--- src/rtl/dcache_ctrl.sv ---
// Direct-mapped, write-through, no-write-allocate data cache with one-word lines.
// Optional hit/miss counters are enabled by defining DCACHE_STATS_EN.
module dcache_ctrl #(
   parameter int ADDR_WIDTH = 32,
   parameter int INDEX_BITS = 4
) (
   input  logic                  clk,
   input  logic                  rst_n,
   input  logic                  cpu_req,
   input  logic                  cpu_we,
   input  logic [ADDR_WIDTH-1:0] cpu_addr,
   input  logic [31:0]           cpu_wdata,
   output logic                  cpu_ready,
   output logic                  cpu_rvalid,
   output logic [31:0]           cpu_rdata,
   output logic [ADDR_WIDTH-1:0] mem_raddr,
   input  logic [31:0]           mem_rdata,
   output logic [ADDR_WIDTH-1:0] mem_waddr,
   output logic [31:0]           mem_wdata,
   output logic                  mem_wen
`ifdef DCACHE_STATS_EN
   ,
   output logic [31:0]           stat_hits,
   output logic [31:0]           stat_misses
`endif
);

   localparam int TAG_W = ADDR_WIDTH - INDEX_BITS;
   localparam int LINES = 1 << INDEX_BITS;

   typedef enum logic [1:0] {
      IDLE  = 2'd0,
      FILL  = 2'd1,
      WRITE = 2'd2
   } state_e;

   state_e                  state_q, state_d;
   logic [LINES-1:0]        valid_q, valid_d;
   logic [TAG_W-1:0]        tag_q  [LINES];
   logic [31:0]             data_q [LINES];
   logic                    cpu_rvalid_q, cpu_rvalid_d;
   logic [31:0]             cpu_rdata_q, cpu_rdata_d;
   logic [ADDR_WIDTH-1:0]   mem_raddr_q, mem_raddr_d;
   logic [ADDR_WIDTH-1:0]   mem_waddr_q, mem_waddr_d;
   logic [31:0]             mem_wdata_q, mem_wdata_d;
   logic                    mem_wen_q, mem_wen_d;

   logic [INDEX_BITS-1:0]   idx_s;
   logic [TAG_W-1:0]        tag_s;
   logic                    hit_s;
   logic                    accept_s;
   logic                    line_we_s;
   logic [INDEX_BITS-1:0]   line_idx_s;
   logic [TAG_W-1:0]        line_tag_s;
   logic [31:0]             line_data_s;

   assign idx_s    = cpu_addr[INDEX_BITS-1:0];
   assign tag_s    = cpu_addr[ADDR_WIDTH-1:INDEX_BITS];
   assign hit_s    = valid_q[idx_s] && (tag_q[idx_s] == tag_s);
   assign accept_s = cpu_req && (state_q == IDLE);

   // Next-state, line update and registered output computation.
   always_comb begin
      state_d      = state_q;
      valid_d      = valid_q;
      cpu_rvalid_d = 1'b0;
      cpu_rdata_d  = cpu_rdata_q;
      mem_raddr_d  = mem_raddr_q;
      mem_waddr_d  = mem_waddr_q;
      mem_wdata_d  = mem_wdata_q;
      mem_wen_d    = 1'b0;
      line_we_s    = 1'b0;
      line_idx_s   = idx_s;
      line_tag_s   = tag_s;
      line_data_s  = cpu_wdata;
      case (state_q)
         IDLE: begin
            if (accept_s) begin
               if (cpu_we) begin
                  mem_waddr_d = cpu_addr;
                  mem_wdata_d = cpu_wdata;
                  mem_wen_d   = 1'b1;
                  state_d     = WRITE;
                  // Write-through: refresh the cached copy only on a hit.
                  if (hit_s) begin
                     line_we_s = 1'b1;
                  end else begin
                     line_we_s = 1'b0;
                  end
               end else if (hit_s) begin
                  cpu_rdata_d  = data_q[idx_s];
                  cpu_rvalid_d = 1'b1;
               end else begin
                  mem_raddr_d = cpu_addr;
                  state_d     = FILL;
               end
            end else begin
               state_d = IDLE;
            end
         end
         FILL: begin
            // The pending line's index and tag live in the read address register.
            line_we_s           = 1'b1;
            line_idx_s          = mem_raddr_q[INDEX_BITS-1:0];
            line_tag_s          = mem_raddr_q[ADDR_WIDTH-1:INDEX_BITS];
            line_data_s         = mem_rdata;
            valid_d[line_idx_s] = 1'b1;
            cpu_rdata_d         = mem_rdata;
            cpu_rvalid_d        = 1'b1;
            state_d             = IDLE;
         end
         WRITE: begin
            state_d = IDLE;
         end
         default: begin
            state_d = IDLE;
         end
      endcase
   end

   // Control state, valid bits and registered outputs.
   always_ff @(posedge clk or negedge rst_n) begin
      if (!rst_n) begin
         state_q      <= IDLE;
         valid_q      <= '0;
         cpu_rvalid_q <= 1'b0;
         cpu_rdata_q  <= 32'd0;
         mem_raddr_q  <= '0;
         mem_waddr_q  <= '0;
         mem_wdata_q  <= 32'd0;
         mem_wen_q    <= 1'b0;
      end else begin
         state_q      <= state_d;
         valid_q      <= valid_d;
         cpu_rvalid_q <= cpu_rvalid_d;
         cpu_rdata_q  <= cpu_rdata_d;
         mem_raddr_q  <= mem_raddr_d;
         mem_waddr_q  <= mem_waddr_d;
         mem_wdata_q  <= mem_wdata_d;
         mem_wen_q    <= mem_wen_d;
      end
   end

   // Tag and data arrays are left unreset; the valid bits gate every hit.
   always_ff @(posedge clk) begin
      if (line_we_s) begin
         tag_q[line_idx_s]  <= line_tag_s;
         data_q[line_idx_s] <= line_data_s;
      end
   end

   assign cpu_ready  = (state_q == IDLE);
   assign cpu_rvalid = cpu_rvalid_q;
   assign cpu_rdata  = cpu_rdata_q;
   assign mem_raddr  = mem_raddr_q;
   assign mem_waddr  = mem_waddr_q;
   assign mem_wdata  = mem_wdata_q;
   assign mem_wen    = mem_wen_q;

`ifdef DCACHE_STATS_EN
   logic [31:0] stat_hits_q, stat_hits_d;
   logic [31:0] stat_misses_q, stat_misses_d;

   // Only accepted loads are counted; counters wrap naturally.
   always_comb begin
      stat_hits_d   = stat_hits_q;
      stat_misses_d = stat_misses_q;
      if (accept_s && !cpu_we) begin
         if (hit_s) begin
            stat_hits_d = stat_hits_q + 32'd1;
         end else begin
            stat_misses_d = stat_misses_q + 32'd1;
         end
      end else begin
         stat_hits_d = stat_hits_q;
      end
   end

   // Statistics counter registers.
   always_ff @(posedge clk or negedge rst_n) begin
      if (!rst_n) begin
         stat_hits_q   <= 32'd0;
         stat_misses_q <= 32'd0;
      end else begin
         stat_hits_q   <= stat_hits_d;
         stat_misses_q <= stat_misses_d;
      end
   end

   assign stat_hits   = stat_hits_q;
   assign stat_misses = stat_misses_q;
`endif

endmodule

--- config.mk ---
export PLATFORM = sky130hd
export DESIGN_NAME = dcache_ctrl
export DESIGN_NICKNAME = d
export VERILOG_FILES = /design/src/rtl/dcache_ctrl.sv
export SDC_FILE = /design/constraint.sdc
export NUM_CORES = 1
export LEC_CHECK = 0
export ABC_CLOCK_PERIOD_IN_PS = 10900
export BUFFER_PORTS_ARGS = -buffer_cell sky130_fd_sc_hd__buf_2
export CAP_MARGIN = 30
export CELL_PAD_IN_SITES_DETAIL_PLACEMENT = 1
export CELL_PAD_IN_SITES_GLOBAL_PLACEMENT = 1
export CORE_ASPECT_RATIO = 0.75
export CORE_UTILIZATION = 53
export CTS_CLUSTER_SIZE = 14
export DETAILED_ROUTE_END_ITERATION = 10
export PLACE_DENSITY_LB_ADDON = 0.1
export RECOVER_POWER = 100
export SETUP_SLACK_MARGIN = 0.5
export SYNTH_ARGS = -nofsm -noshare
export SYNTH_HDL_FRONTEND = slang
export SYNTH_SLANG_ARGS = --single-unit
--- constraint.sdc ---
create_clock -name clk -period 10.9 [get_ports clk]
set_clock_uncertainty 0.1 [all_clocks]
set_input_delay 2.18 -clock clk [delete_from_list [all_inputs] [get_ports clk]]
set_output_delay 2.18 -clock clk [all_outputs]
set_load 0.05 [all_outputs]
==> summary.md <==
| Metric | Value |
|---|---|
| Count of mapped cells out of synthesis | 2252 |
| Number of flip-flops and latches in the synthesized netlist | 1108 |
| Antenna-violating nets left | 0 |
| Via count normalized by instance count | 6.30 |
| Chip Width | 335 µm |
| Total negative slack | 0 ns |
| Nature of the critical path startpoint | input pin |
| Worst-case clock buffer depth | 3 |
| Pin count of the biggest net entering global routing | 90 |
| RD Place Congestion | 0.886 |
| Post-cts hold buffer count | 0 |
| Number of warnings printed during yosys synthesis | 0 |
| Worst Path Required | 11.03 ns |
| Number of antenna violations at the first check in global routing | 1 |
| Data arrival, critical path | 9.28 ns |
| Die area | 84500 µm² |
| Number of core rows | 91 |
| Initial core utilization | 53.7% |
| Total gr overflow | 0 |
| Hold/Removal Path Class | reg -> reg |
| WS Path Type | in -> reg |
| Max Transition Viols Final | 890 |
| Wire length of the first global-routing pass | 171 mm |
| Post-layout nets | 2619 |
| Setup repair bufs after CTS | 0 |
| Post_cts resized | 0 |
| Cell at the root of the clock tree | sky130_fd_sc_hd__clkbuf_16 |
| Max-capacitance violation count | 21 |
| Ratio of cells with drive above 1 in the final layout | 24.3% |
| Min setup slack post-route | 1.75 ns |
| Fillers | 7096 |
| Residual DRC | 0 |
| Leakage power summed over all cells | 16.7 nW |
| Worst slew pin tran | 5.10 ns |
| Max-slew headroom | -240% |
| Post-Place Worst Slack | 2.48 ns |
| RSZ-0062 raised after global routing | no |
| Worst vdd rail ir drop | 173 µV |
| Wire length per cell | 31.3 µm |
| Final Hold Fails | 0 |
| Post-CTS clock slew at the launch and capture registers of the worst setup and hold paths | 0.06 ns |
| Average cell area after synthesis | 19.6 µm² |
| Post-DP HPWL | 66.3 mm |
| Final Routed Wirelength | 117 mm |
| Nets in the synthesized netlist | 2352 |
| Inserted Clock Buffers | 104 |
| H-Tree Depth | 3 |
| Die height | 252 µm |
| Area growth syn-to-layout | 12.5% |
| Clock latency on the worst-skew pair | 0.68 ns |
| Number of global-route vias before repair | 24600 |
| TritonCTS clock tree | done |
| IO Port Bufs | 230 |
| Fraction of registers with async set or reset after synthesis | 13.4% |
| Final min period | 9.15 ns |
| Synthesized area | 44200 µm² |
| Biggest fanout along the worst timing path | 89 |
| Number of clock sinks | 1108 |
| Number of distinct library cells after synthesis | 76 |
| Sequential area share after synthesis | 73.7% |
| Number of top-level pins | 231 |
| Total power divided by cell area | 197 nW/µm² |
| FMAX | 109 MHz |
| Detailed Route Iter0 Violations | 2272 |
| Vias | 23500 |
| DRT Pass-1 Iters | 5 |
| Main synth FF type | sky130_fd_sc_hd__edfxtp_1 |
| Type of destination of the critical path | register |
| Final clock period utilization by the worst path | 83.9% |
| Total of endpoints with negative setup slack in the final report | 0 |
| Core Footprint | 82300 µm² |
| All-layer global routing usage | 28.0% |
| Violations in the final reports | max-capacitance violations, max-slew violations |
| EDFF count, synth | 960 |
| Run status | finished, violations left |
## synth_stat cells (13+ instances only)
| library cell | count | share of area, % |
|---|---|---|
| sky130_fd_sc_hd__mux2i_1 | 79 | 1.8 |
| sky130_fd_sc_hd__clkbuf_1 | 50 | 0.42 |
| sky130_fd_sc_hd__o22a_1 | 19 | 0.38 |
| sky130_fd_sc_hd__dfrtp_1 | 148 | 8.4 |
| sky130_fd_sc_hd__a22oi_1 | 14 | 0.24 |
| sky130_fd_sc_hd__mux2_4 | 29 | 0.99 |
| sky130_fd_sc_hd__o21a_1 | 18 | 0.31 |
| sky130_fd_sc_hd__edfxtp_1 | 960 | 65 |
| sky130_fd_sc_hd__buf_4 | 17 | 0.29 |
| sky130_fd_sc_hd__nor3_1 | 14 | 0.16 |
| sky130_fd_sc_hd__mux2_2 | 100 | 2.5 |
| sky130_fd_sc_hd__nand2b_1 | 23 | 0.33 |
| sky130_fd_sc_hd__buf_1 | 15 | 0.13 |
| sky130_fd_sc_hd__xor2_1 | 13 | 0.26 |
| sky130_fd_sc_hd__xnor2_1 | 25 | 0.50 |
| sky130_fd_sc_hd__o21ai_0 | 20 | 0.23 |
| sky130_fd_sc_hd__nor2_1 | 24 | 0.20 |
| sky130_fd_sc_hd__mux4_2 | 230 | 12 |
| sky130_fd_sc_hd__buf_2 | 36 | 0.41 |
| sky130_fd_sc_hd__nand2_1 | 221 | 1.9 |
| sky130_fd_sc_hd__o311ai_0 | 16 | 0.32 |
## layout make-up
class	instances	area [µm²]	area share, %
clock buffers	137	2950	5.94
clock inverters	57	512	1.03
flip-flops and latches	1108	32500	65.4
repair buffers	291	1400	2.82
well taps	1116	1400	2.81
multi-input cells	1004	10900	21.9
inverters	10	37.5	0.0755
diodes	1	2.50	0.00503
## through the flow
step / hold WS [ns] / instances / cell area, µm² / power [W] / util, %
floorplan: 0.329 / 2252 / 44200 / 0.00587 / -
global placement: 0.348 / 3518 / 46800 / 0.00622 / 56.8
detailed placement: 0.352 / 3522 / 46800 / 0.00627 / 56.9
CTS: 0.367 / 3716 / 50300 / 0.00993 / 61.1
global route: 0.376 / 3723 / 49700 / 0.0101 / 60.4
finish: 0.374 / 3724 / 49700 / 0.00982 / 60.4
## power breakdown
group	switching, W	internal, W	leakage (nW)
Clock	0.00157	0.00211	1.72
Sequential	0.0000989	0.00484	10.4
Combinational	0.000872	0.000317	4.54
Total	0.00254	0.00727	16.7
## cells by family (layout without fill, tap and decap cells)
group                  Yosys count  count (layout)  synth area share, %
flip-flops                    1108            1108                 73.7
multiplexers                   450             450                 17.4
AND/OR/NAND/NOR                342             342                 3.53
AO/OA/AOI/OAI                  173             173                 3.03
buffers and inverters          140             495                 1.65
XOR/XNOR                        39              39                0.790
other                            0               1                    0
## per-layer routing
metal  wire [µm]  part of all wire, %  vias to the layer above  track usage (%)
li1            -                    -                     9636                -
met3        8360                  7.2                      143             5.23
met5           0                    0                        -                0
met2       55200                   47                      926             43.8
met4        1990                  1.7                        0             5.40
met1       50900                   44                    12800             41.9
## layout by cell type, fill, tap and decap left out, types with 5 or more instances in the layout
cell type / count
sky130_fd_sc_hd__xnor2_1: 25
sky130_fd_sc_hd__nand3_1: 6
sky130_fd_sc_hd__o21ai_0: 20
sky130_fd_sc_hd__o41ai_1: 5
sky130_fd_sc_hd__o22ai_1: 8
sky130_fd_sc_hd__clkinv_1: 15
sky130_fd_sc_hd__clkinv_2: 27
sky130_fd_sc_hd__nand4_1: 9
sky130_fd_sc_hd__dfrtp_1: 148
sky130_fd_sc_hd__buf_4: 22
sky130_fd_sc_hd__inv_1: 8
sky130_fd_sc_hd__mux2_2: 99
sky130_fd_sc_hd__nor2_1: 23
sky130_fd_sc_hd__nor4_1: 7
sky130_fd_sc_hd__mux4_2: 230
sky130_fd_sc_hd__clkbuf_8: 14
sky130_fd_sc_hd__o21a_1: 18
sky130_fd_sc_hd__bufinv_16: 9
sky130_fd_sc_hd__clkbuf_2: 8
sky130_fd_sc_hd__mux2i_1: 79
sky130_fd_sc_hd__a22oi_1: 14
sky130_fd_sc_hd__clkbuf_1: 183
sky130_fd_sc_hd__nor2b_1: 8
sky130_fd_sc_hd__o22a_1: 19
sky130_fd_sc_hd__a22o_1: 8
sky130_fd_sc_hd__nor3_1: 14
sky130_fd_sc_hd__a32oi_1: 6
sky130_fd_sc_hd__mux2_1: 41
sky130_fd_sc_hd__edfxtp_1: 960
sky130_fd_sc_hd__nand2_1: 222
sky130_fd_sc_hd__o31ai_1: 9
sky130_fd_sc_hd__a21oi_1: 11
sky130_fd_sc_hd__nand2b_1: 22
sky130_fd_sc_hd__a221oi_1: 5
sky130_fd_sc_hd__and3_1: 7
sky130_fd_sc_hd__clkbuf_16: 108
sky130_fd_sc_hd__o311ai_0: 16
sky130_fd_sc_hd__xor2_1: 13
sky130_fd_sc_hd__buf_2: 86
## sequential cells by signal, summed over array words and instances, names as in the netlist
| name | flops |
|---|---|
| data_q | 512 |
| tag_q | 448 |
| cpu_rdata | 32 |
| mem_raddr | 32 |
| mem_waddr | 32 |
| mem_wdata | 32 |
| valid_q | 16 |
| state_q | 2 |
| cpu_rvalid | 1 |
| mem_wen | 1 |
## worst paths after layout
check                            start            end  slack (ns)  depth (start not counted)
max                        cpu_addr[0]  data_q[0][10]        1.75                         10
min                        valid_q[12]    valid_q[12]        0.37                          1
max reg2reg                 state_q[0]  data_q[0][10]        2.67                          8
min reg2reg                valid_q[12]    valid_q[12]        0.37                          1
max in group asynchronous        rst_n   cpu_rdata[8]        4.20                          2
min in group asynchronous        rst_n  mem_raddr[12]        1.27                          1
## critical path, stage by stage
cell	delay (ns)
sky130_fd_sc_hd__buf_8	0.70
sky130_fd_sc_hd__buf_4	0.84
sky130_fd_sc_hd__mux4_2	0.59
sky130_fd_sc_hd__a22o_1	0.25
sky130_fd_sc_hd__a221oi_1	0.26
sky130_fd_sc_hd__xor2_1	0.42
sky130_fd_sc_hd__and4bb_2	0.29
sky130_fd_sc_hd__nand3_1	0.82
sky130_fd_sc_hd__o41ai_1	0.90
sky130_fd_sc_hd__clkbuf_1	1.87
Power figures use the tool's default switching activity.
